--- src/rtl/uart_pkg.sv ---
// Shared UART definitions: frame defaults and receiver/transmitter state encoding.
package uart_pkg;

   localparam int unsigned UART_DATA_BITS  = 8;
   localparam int unsigned UART_OVERSAMPLE = 16;

   typedef enum logic [2:0] {
      ST_IDLE  = 3'd0,
      ST_START = 3'd1,
      ST_DATA  = 3'd2,
      ST_STOP  = 3'd3,
      ST_BREAK = 3'd4
   } uart_state_e;

endpackage

--- src/rtl/uart_rx_if.sv ---
// Serial line in and received-byte status out of the UART receiver.
interface uart_rx_if #(
   parameter int unsigned DATA_BITS = uart_pkg::UART_DATA_BITS
) ();

   logic                 rx;
   logic [DATA_BITS-1:0] Rx_Data;
   logic                 Rx_Valid;
   logic                 Rx_FrameErr;
   logic                 Rx_Busy;

   // master drives the line and consumes bytes; slave is the receiver
   modport master (output rx, input Rx_Data, Rx_Valid, Rx_FrameErr, Rx_Busy);
   modport slave  (input rx, output Rx_Data, Rx_Valid, Rx_FrameErr, Rx_Busy);

endinterface

--- src/rtl/uart_sync2.sv ---
// Two-flop synchronizer for a single asynchronous bit, with selectable reset value.
module uart_sync2 #(
   parameter logic RST_VAL = 1'b1
) (
   input  logic clk,
   input  logic rst_n,
   input  logic d_i,
   output logic q_o
);

   logic meta_q;
   logic sync_q;

   always_ff @(posedge clk or negedge rst_n) begin
      if (!rst_n) begin
         meta_q <= RST_VAL;
         sync_q <= RST_VAL;
      end else begin
         meta_q <= d_i;
         sync_q <= meta_q;
      end
   end

   assign q_o = sync_q;

endmodule

--- src/rtl/uart_rx.sv ---
// Oversampling UART receiver: start-bit qualification, mid-bit sampling, stop check.
module uart_rx
   import uart_pkg::*;
#(
   parameter int unsigned DATA_BITS  = UART_DATA_BITS,
   parameter int unsigned OVERSAMPLE = UART_OVERSAMPLE
) (
   input  logic       clk,
   input  logic       reset_n,
   input  logic       Rx_Clk,
   uart_rx_if.slave   rx_if
);

   localparam int unsigned CNT_W = $clog2(OVERSAMPLE);
   localparam int unsigned BIT_W = (DATA_BITS > 1) ? $clog2(DATA_BITS) : 1;

   localparam logic [CNT_W-1:0] HALF_LAST = CNT_W'(OVERSAMPLE / 2 - 1);
   localparam logic [CNT_W-1:0] FULL_LAST = CNT_W'(OVERSAMPLE - 1);
   localparam logic [BIT_W-1:0] LAST_BIT  = BIT_W'(DATA_BITS - 1);

   logic                 rx_s;
   logic                 rx_clk_q;
   logic                 tick_c;
   uart_state_e          state_q;
   logic [CNT_W-1:0]     cnt_q;
   logic [BIT_W-1:0]     bit_q;
   logic [DATA_BITS-1:0] shift_q;
   logic [DATA_BITS-1:0] data_q;
   logic                 valid_q;
   logic                 ferr_q;
   logic                 busy_q;

   uart_sync2 #(.RST_VAL(1'b1)) u_rx_sync (
      .clk   (clk),
      .rst_n (reset_n),
      .d_i   (rx_if.rx),
      .q_o   (rx_s)
   );

   // Rx_Clk is only sampled as data; its rising edge becomes a one-clk tick
   always_ff @(posedge clk or negedge reset_n) begin
      if (!reset_n) rx_clk_q <= 1'b0;
      else          rx_clk_q <= Rx_Clk;
   end

   assign tick_c = Rx_Clk & ~rx_clk_q;

   always_ff @(posedge clk or negedge reset_n) begin
      if (!reset_n) begin
         state_q <= ST_IDLE;
         cnt_q   <= '0;
         bit_q   <= '0;
         shift_q <= '0;
         data_q  <= '0;
         valid_q <= 1'b0;
         ferr_q  <= 1'b0;
         busy_q  <= 1'b0;
      end else begin
         valid_q <= 1'b0;
         ferr_q  <= 1'b0;
         if (tick_c) begin
            unique case (state_q)
               ST_IDLE: begin
                  if (!rx_s) begin
                     state_q <= ST_START;
                     cnt_q   <= '0;
                     busy_q  <= 1'b1;
                  end
               end
               // re-check the line half a bit in; a high here was a glitch
               ST_START: begin
                  if (cnt_q == HALF_LAST) begin
                     cnt_q <= '0;
                     if (!rx_s) begin
                        state_q <= ST_DATA;
                        bit_q   <= '0;
                     end else begin
                        state_q <= ST_IDLE;
                        busy_q  <= 1'b0;
                     end
                  end else begin
                     cnt_q <= cnt_q + CNT_W'(1);
                  end
               end
               ST_DATA: begin
                  if (cnt_q == FULL_LAST) begin
                     cnt_q   <= '0;
                     shift_q <= {rx_s, shift_q[DATA_BITS-1:1]};
                     if (bit_q == LAST_BIT) state_q <= ST_STOP;
                     else                   bit_q   <= bit_q + BIT_W'(1);
                  end else begin
                     cnt_q <= cnt_q + CNT_W'(1);
                  end
               end
               ST_STOP: begin
                  if (cnt_q == FULL_LAST) begin
                     cnt_q <= '0;
                     if (rx_s) begin
                        data_q  <= shift_q;
                        valid_q <= 1'b1;
                        state_q <= ST_IDLE;
                        busy_q  <= 1'b0;
                     end else begin
                        ferr_q  <= 1'b1;
                        state_q <= ST_BREAK;
                     end
                  end else begin
                     cnt_q <= cnt_q + CNT_W'(1);
                  end
               end
               ST_BREAK: begin
                  if (rx_s) begin
                     state_q <= ST_IDLE;
                     busy_q  <= 1'b0;
                  end
               end
               default: begin
                  state_q <= ST_IDLE;
                  busy_q  <= 1'b0;
               end
            endcase
         end
      end
   end

   assign rx_if.Rx_Data     = data_q;
   assign rx_if.Rx_Valid    = valid_q;
   assign rx_if.Rx_FrameErr = ferr_q;
   assign rx_if.Rx_Busy     = busy_q;

   a_pulse_excl: assert property (@(posedge clk) disable iff (!reset_n) !(valid_q && ferr_q));

endmodule

--- src/flat_wrapper.sv ---
// flat-port wrapper written by rule: the top's interface ports become plain ports
module uart_rx_flat import uart_pkg::*;
#(
   parameter int unsigned DATA_BITS  = UART_DATA_BITS,
   parameter int unsigned OVERSAMPLE = UART_OVERSAMPLE
)
  (clk, reset_n, Rx_Clk, rx_if_rx, rx_if_Rx_Data, rx_if_Rx_Valid, rx_if_Rx_FrameErr, rx_if_Rx_Busy);
  uart_rx_if #(.DATA_BITS(DATA_BITS)) rx_if_i ();
  input  logic clk;
  input  logic reset_n;
  input  logic Rx_Clk;
  input wire logic [$bits(rx_if_i.rx)-1:0] rx_if_rx;
  output wire logic [$bits(rx_if_i.Rx_Data)-1:0] rx_if_Rx_Data;
  output wire logic [$bits(rx_if_i.Rx_Valid)-1:0] rx_if_Rx_Valid;
  output wire logic [$bits(rx_if_i.Rx_FrameErr)-1:0] rx_if_Rx_FrameErr;
  output wire logic [$bits(rx_if_i.Rx_Busy)-1:0] rx_if_Rx_Busy;
  assign rx_if_i.rx = rx_if_rx;
  assign rx_if_Rx_Data = rx_if_i.Rx_Data;
  assign rx_if_Rx_Valid = rx_if_i.Rx_Valid;
  assign rx_if_Rx_FrameErr = rx_if_i.Rx_FrameErr;
  assign rx_if_Rx_Busy = rx_if_i.Rx_Busy;
  uart_rx #(.DATA_BITS(DATA_BITS), .OVERSAMPLE(OVERSAMPLE)) u_core (.clk(clk), .reset_n(reset_n), .Rx_Clk(Rx_Clk), .rx_if(rx_if_i));
endmodule
--- config.mk ---
export PLATFORM = sky130hd
export DESIGN_NAME = uart_rx_flat
export DESIGN_NICKNAME = d
export VERILOG_FILES = /design/src/rtl/uart_pkg.sv /design/src/rtl/uart_rx_if.sv /design/src/rtl/uart_sync2.sv /design/src/rtl/uart_rx.sv /design/src/flat_wrapper.sv
export SDC_FILE = /design/constraint.sdc
export NUM_CORES = 1
export LEC_CHECK = 0
export ABC_CLOCK_PERIOD_IN_PS = 5700
export BUFFER_PORTS_ARGS = -buffer_cell sky130_fd_sc_hd__buf_2
export CORE_ASPECT_RATIO = 1.25
export CORE_UTILIZATION = 30
export DETAILED_ROUTE_END_ITERATION = 10
export PLACE_DENSITY = 0.51
export SYNTH_ARGS = -nofsm -noshare
export SYNTH_HDL_FRONTEND = slang
export SYNTH_HIERARCHICAL = 1
export SYNTH_SLANG_ARGS = --single-unit
--- constraint.sdc ---
create_clock -name clk -period 5.7 [get_ports clk]
set_clock_uncertainty 0.15 [all_clocks]
set_input_delay 0.855 -clock clk [delete_from_list [all_inputs] [get_ports clk]]
set_output_delay 0.855 -clock clk [all_outputs]
set_load 0.02 [all_outputs]
# == Yosys cells after proc, flatten, opt, wreduce, memory -nomap -nowiden ==
# Cells that the tools add are included.
# totals
regBits,32
out_inout_bits,11
word_cells,72
# op_classes
addsub,2
n_eq_ne,15
n_mux,31
bitwise_logic,3
n_reduce_logical,10
# ops
operator,count
3-bit 2-to-1 mux,11
3-bit case mux with 5 select lines,1
1-bit 2-to-1 mux,12
4-bit 2-to-1 mux,3
4-bit case mux with 3 select lines,1
"2-bit by 1-bit inequality test with 1-bit output, second input constant",4
"2-bit inequality test, second input constant",4
7-bit AND reduction,1
"3-bit by 2-bit == test with 1-bit output, second input constant",2
"3-bit == test, second input constant",2
3-bit case mux with 2 select lines,1
3-bit AND reduction,2
6-bit AND reduction,1
1-bit case mux with 5 select lines,1
5-bit AND reduction,1
"4-bit by 1-bit adder with 4-bit output, second input constant",1
"4-bit by 3-bit == test with 1-bit output, second input constant",1
"4-bit == test, second input constant",1
4-bit AND reduction,1
"3-bit by 1-bit adder with 3-bit output, second input constant",1
"3-bit by 1-bit == test with 1-bit output, second input constant",1
3-bit logical NOT,1
3-bit nonzero test,1
2-bit 2-to-1 mux,1
other kinds (4),5

# == Depth between registers and ports, before layout ==
# depth
ltp_word,4
depth_mapped,6

# == Hierarchy ==
# The synthesis kept the hierarchy.
# by_module_without_submodules
module,instances,cells_each,area_per_inst_um2,seq_area_each_um2
uart_rx,1,122,1485.2,750.7
uart_sync2,1,2,52.6,52.6

# == Least setup slack after synthesis ==
# No wires, ideal clock.
# synth_path
kind,input to register
from,in Rx_Clk
to,"reg u_core.data_q[0], in the netlist u_core/rx_if.Rx_Data[0]"
setup_ps,125
arrival_time_ps,2051
t_required_ps,5425
path_slack_ps,3374
cell_stages,5
n_path_buf,1
path_cell_list,or3b_4 > nor4_4 > and4_4 > buf_12 > mux2_4
# synth_via
elab_chain_cells,2
# synth_rtl
item,line_no,text
"start, declared",flat_wrapper.sv:11,input logic Rx_Clk;
1-bit AND,uart_rx.sv:46,assign tick_c = Rx_Clk & ~rx_clk_q;
4-bit AND reduction (no source line),--,
"end signal, assigned",uart_rx.sv:99,data_q <= shift_q;
"end, declared",uart_rx.sv:28,logic [DATA_BITS-1:0] data_q;
# No other way between the ends.
# A chain may end at the register's enable or synchronous reset.

# == Final worst setup path ==
# layout_path
from,reg u_core.bit_q[0]
to,reg u_core.bit_q[1]
# layout_via
elab_chain_cells,4
# layout_rtl
item,line_no,text
"start, declared",uart_rx.sv:26,logic [BIT_W-1:0] bit_q;
"start signal, assigned",uart_rx.sv:90,else bit_q <= bit_q + BIT_W'(1);
3-bit by 1-bit adder with 3-bit output,uart_rx.sv:90,
3-bit 2-to-1 mux,uart_rx.sv:89,if (bit_q == LAST_BIT) state_q <= ST_STOP;
3-bit 2-to-1 mux,uart_rx.sv:86,if (cnt_q == FULL_LAST) begin
3-bit case mux with 2 select lines,uart_rx.sv:62,unique case (state_q)
# Several ways; a longest one is shown, not always the timed one. The select of a mux whose other input is x is not followed.

==> impl_metrics.json <==
{
  "status": "complete, no violations",
  "synth_cell_types": 41,
  "core-area_sq_um": 4830,
  "setup_tns_ns": 0,
  "synth_commonest_cells": "30 x dfrtp_1, 9 x mux2_1, 8 x mux2_4",
  "ys.flop_type": "dfrtp_1",
  "maxSlewHeadroom": 0.532,
  "area_delta_synth_final_pct": 13.4,
  "ys_seq_elements": 32,
  "die-area_sq_um": 5420,
  "ir_worst_vdd_v": 0.000172,
  "cts_hold_buffers": 0,
  "viasPerCell": 4.94,
  "diodes": 0,
  "cp-start-kind": "flip-flop",
  "drc": 0,
  "synth_edf_count": 0,
  "drive_above_1_share": 0.266,
  "syn_avg_cell_area_sq_um": 12.4,
  "setup_ws_ns": 3.44,
  "row_count": 28,
  "final_nets": 145,
  "cts_max_path_buffers": 2,
  "clkSinkCount": 32,
  "cts_root_buf": "clkbuf_8",
  "path_clk_slew_ns": 0.07,
  "whs_path_depth": 0,
  "first_global_vias": 1025,
  "synth_nets": 131,
  "drv_slew": 0,
  "portBuffers": 14,
  "rsz0062_at_grt": "false",
  "yosysTopAreaCellShare": 0.488,
  "p_leak_uw": 0.000869,
  "yosysTopAreaCell": "dfrtp_1",
  "worstPathRequired_ns": 5.72,
  "cp_max_fo": 3,
  "hpwl_mm": 1.94,
  "path_class": "flip-flop to flip-flop",
  "max_freq_ghz": 0.442,
  "clock_latency_ns": 0.29,
  "timing.rr.start": "u_core/bit_q[0]",
  "ys_warn_count": 6,
  "numCtsBuffers": 5,
  "hold_viol_final": 0,
  "p_per_area_nw_per_um2": 356,
  "grt_max_degree": 33,
  "seq_area_frac_synth": 0.522,
  "hold_start": "u_core/u_rx_sync/meta_q",
  "grt.total_usage": 0.124,
  "post_cts_buffers": 0,
  "wl_per_cell_um": 14.0,
  "worst_slew_pin_slew_ns": 0.701,
  "cts-resized-gates": 0,
  "yosysMostFrequentCell": "dfrtp_1",
  "antenna_found_initial": 0,
  "gr-total-overflow": 0,
  "die_w_um": 66.0,
  "maxCapViolations": 0,
  "vias": 983,
  "drtIter0Drc": 30,
  "die_y_um": 82.0,
  "synthCells": 124,
  "min_path_type": "flip-flop to flip-flop",
  "min_period_ns": 2.26,
  "r2r_cells": 6,
  "min_period_over_period": 0.397,
  "crit_arrival_ns": 2.28,
  "syn_area_sq_um": 1540,
  "drt.antenna.violating_nets": 0,
  "synthTopCellsByArea": "dfrtp_1 49%, mux2_4 7.8%, mux2_1 6.6%, dfstp_2 3.4%, ha_1 2.4%",
  "start_util": 0.318,
  "dr.pass1.iters": 3,
  "io_pins": 15,
  "wl_mm": 2.78,
  "setup_violations": 0,
  "dp_slack_ns": 3.20,
  "grt_first_pass_wirelength_mm": 4.83,
  "end_kind": "flip-flop",
  "synthArstFlopShare": 1.00,
  "htreeDepth": 2,
  "cts_tree": "done",
  "place_congestion": 0.797,
  "critical_path.startpoint": "u_core/bit_q[0]"
}
==> metal layers <==
metal	wire [um]	global-route usage
met5	0	0
met4	102	0.0957
met3	95	0.0333
met2	1340	0.201
met1	1240	0.136
==> stage by stage <==
stage / utilization / instances / hold WS [ns] / area, sq um / power, uW
2_1_floorplan: - / 124 / 0.195 / 1540 / 382
3_3_place_gp: 0.339 / 191 / 0.197 / 1640 / 407
3_5_place_dp: 0.339 / 191 / 0.199 / 1640 / 409
4_1_cts: 0.361 / 199 / 0.210 / 1740 / 626
5_1_grt: 0.361 / 199 / 0.217 / 1740 / 658
6_report: 0.361 / 199 / 0.210 / 1740 / 621
==> path summary, 6_finish.rpt <==
check,end,slack (ns)
max,u_core/bit_q[1],3.44
min in group asynchronous,u_core/rx_if.Rx_Busy,0.46
max reg2reg,u_core/bit_q[1],3.44
max in group asynchronous,u_core/rx_if.Rx_Data[2],4.49
min reg2reg,u_core/u_rx_sync/q_o,0.21
min,u_core/u_rx_sync/q_o,0.21
==> placed cells by master, fill, tap and decap left out, types with 2 or more instances in the layout <==
cell,n
dfrtp_1,30
buf_2,14
mux2_1,9
mux2_4,8
inv_1,7
o21ai_1,6
clkbuf_8,5
nor2_1,5
and3_1,5
a21oi_1,4
nor3_1,3
nand2_1,3
nand3_1,3
ha_1,3
or3b_1,2
mux2i_1,2
o21ai_0,2
o31ai_1,2
dfstp_2,2
==> power breakdown <==
group          internal [uW]  switching [uW]
Clock                    130            85.7
Sequential               248            41.0
Combinational           48.8            68.1
Total                    426             195
==> state kept, by name (all words and copies together), names as in the netlist, 3 cells and up <==
signal,flops
u_core/cnt_q,4
u_core/state_q,3
u_core/rx_if.Rx_Data,8
u_core/shift_q,8
u_core/bit_q,3
==> layout make-up <==
| type | count | area (sq um) |
|---|---|---|
| clock buffers | 6 | 72.6 |
| clock inverters | 2 | 35.0 |
| fillers | 479 | 3090 |
| inverters | 7 | 26.3 |
| multi-input cells | 78 | 662 |
| flip-flops and latches | 32 | 803 |
| well taps | 60 | 75.1 |
| repair buffers | 14 | 70.1 |
==> worst max-delay path: stages (launching register included) <==
cell      delay [ns]
dfrtp_1         0.40
ha_1            0.20
ha_1            0.19
or3b_1          0.36
a21oi_1         0.24
a21boi_2        0.27
mux2_1          0.34
==> cells by family (layout without fill, tap and decap cells) <==
group                      count (synthesis)  count (layout)  synth area share
muxes                                     20              20             0.164
xor gates and xnor gates                   2               2            0.0114
buffers and inverters                     14              29            0.0472
AOI/OAI and AO/OA                         21              21            0.0887
adders and majority gates                  3               3            0.0244
DFF                                       32              32             0.522
and+or+nand+nor                           32              32             0.142
Note: power is estimated with default switching activity, not from simulation.
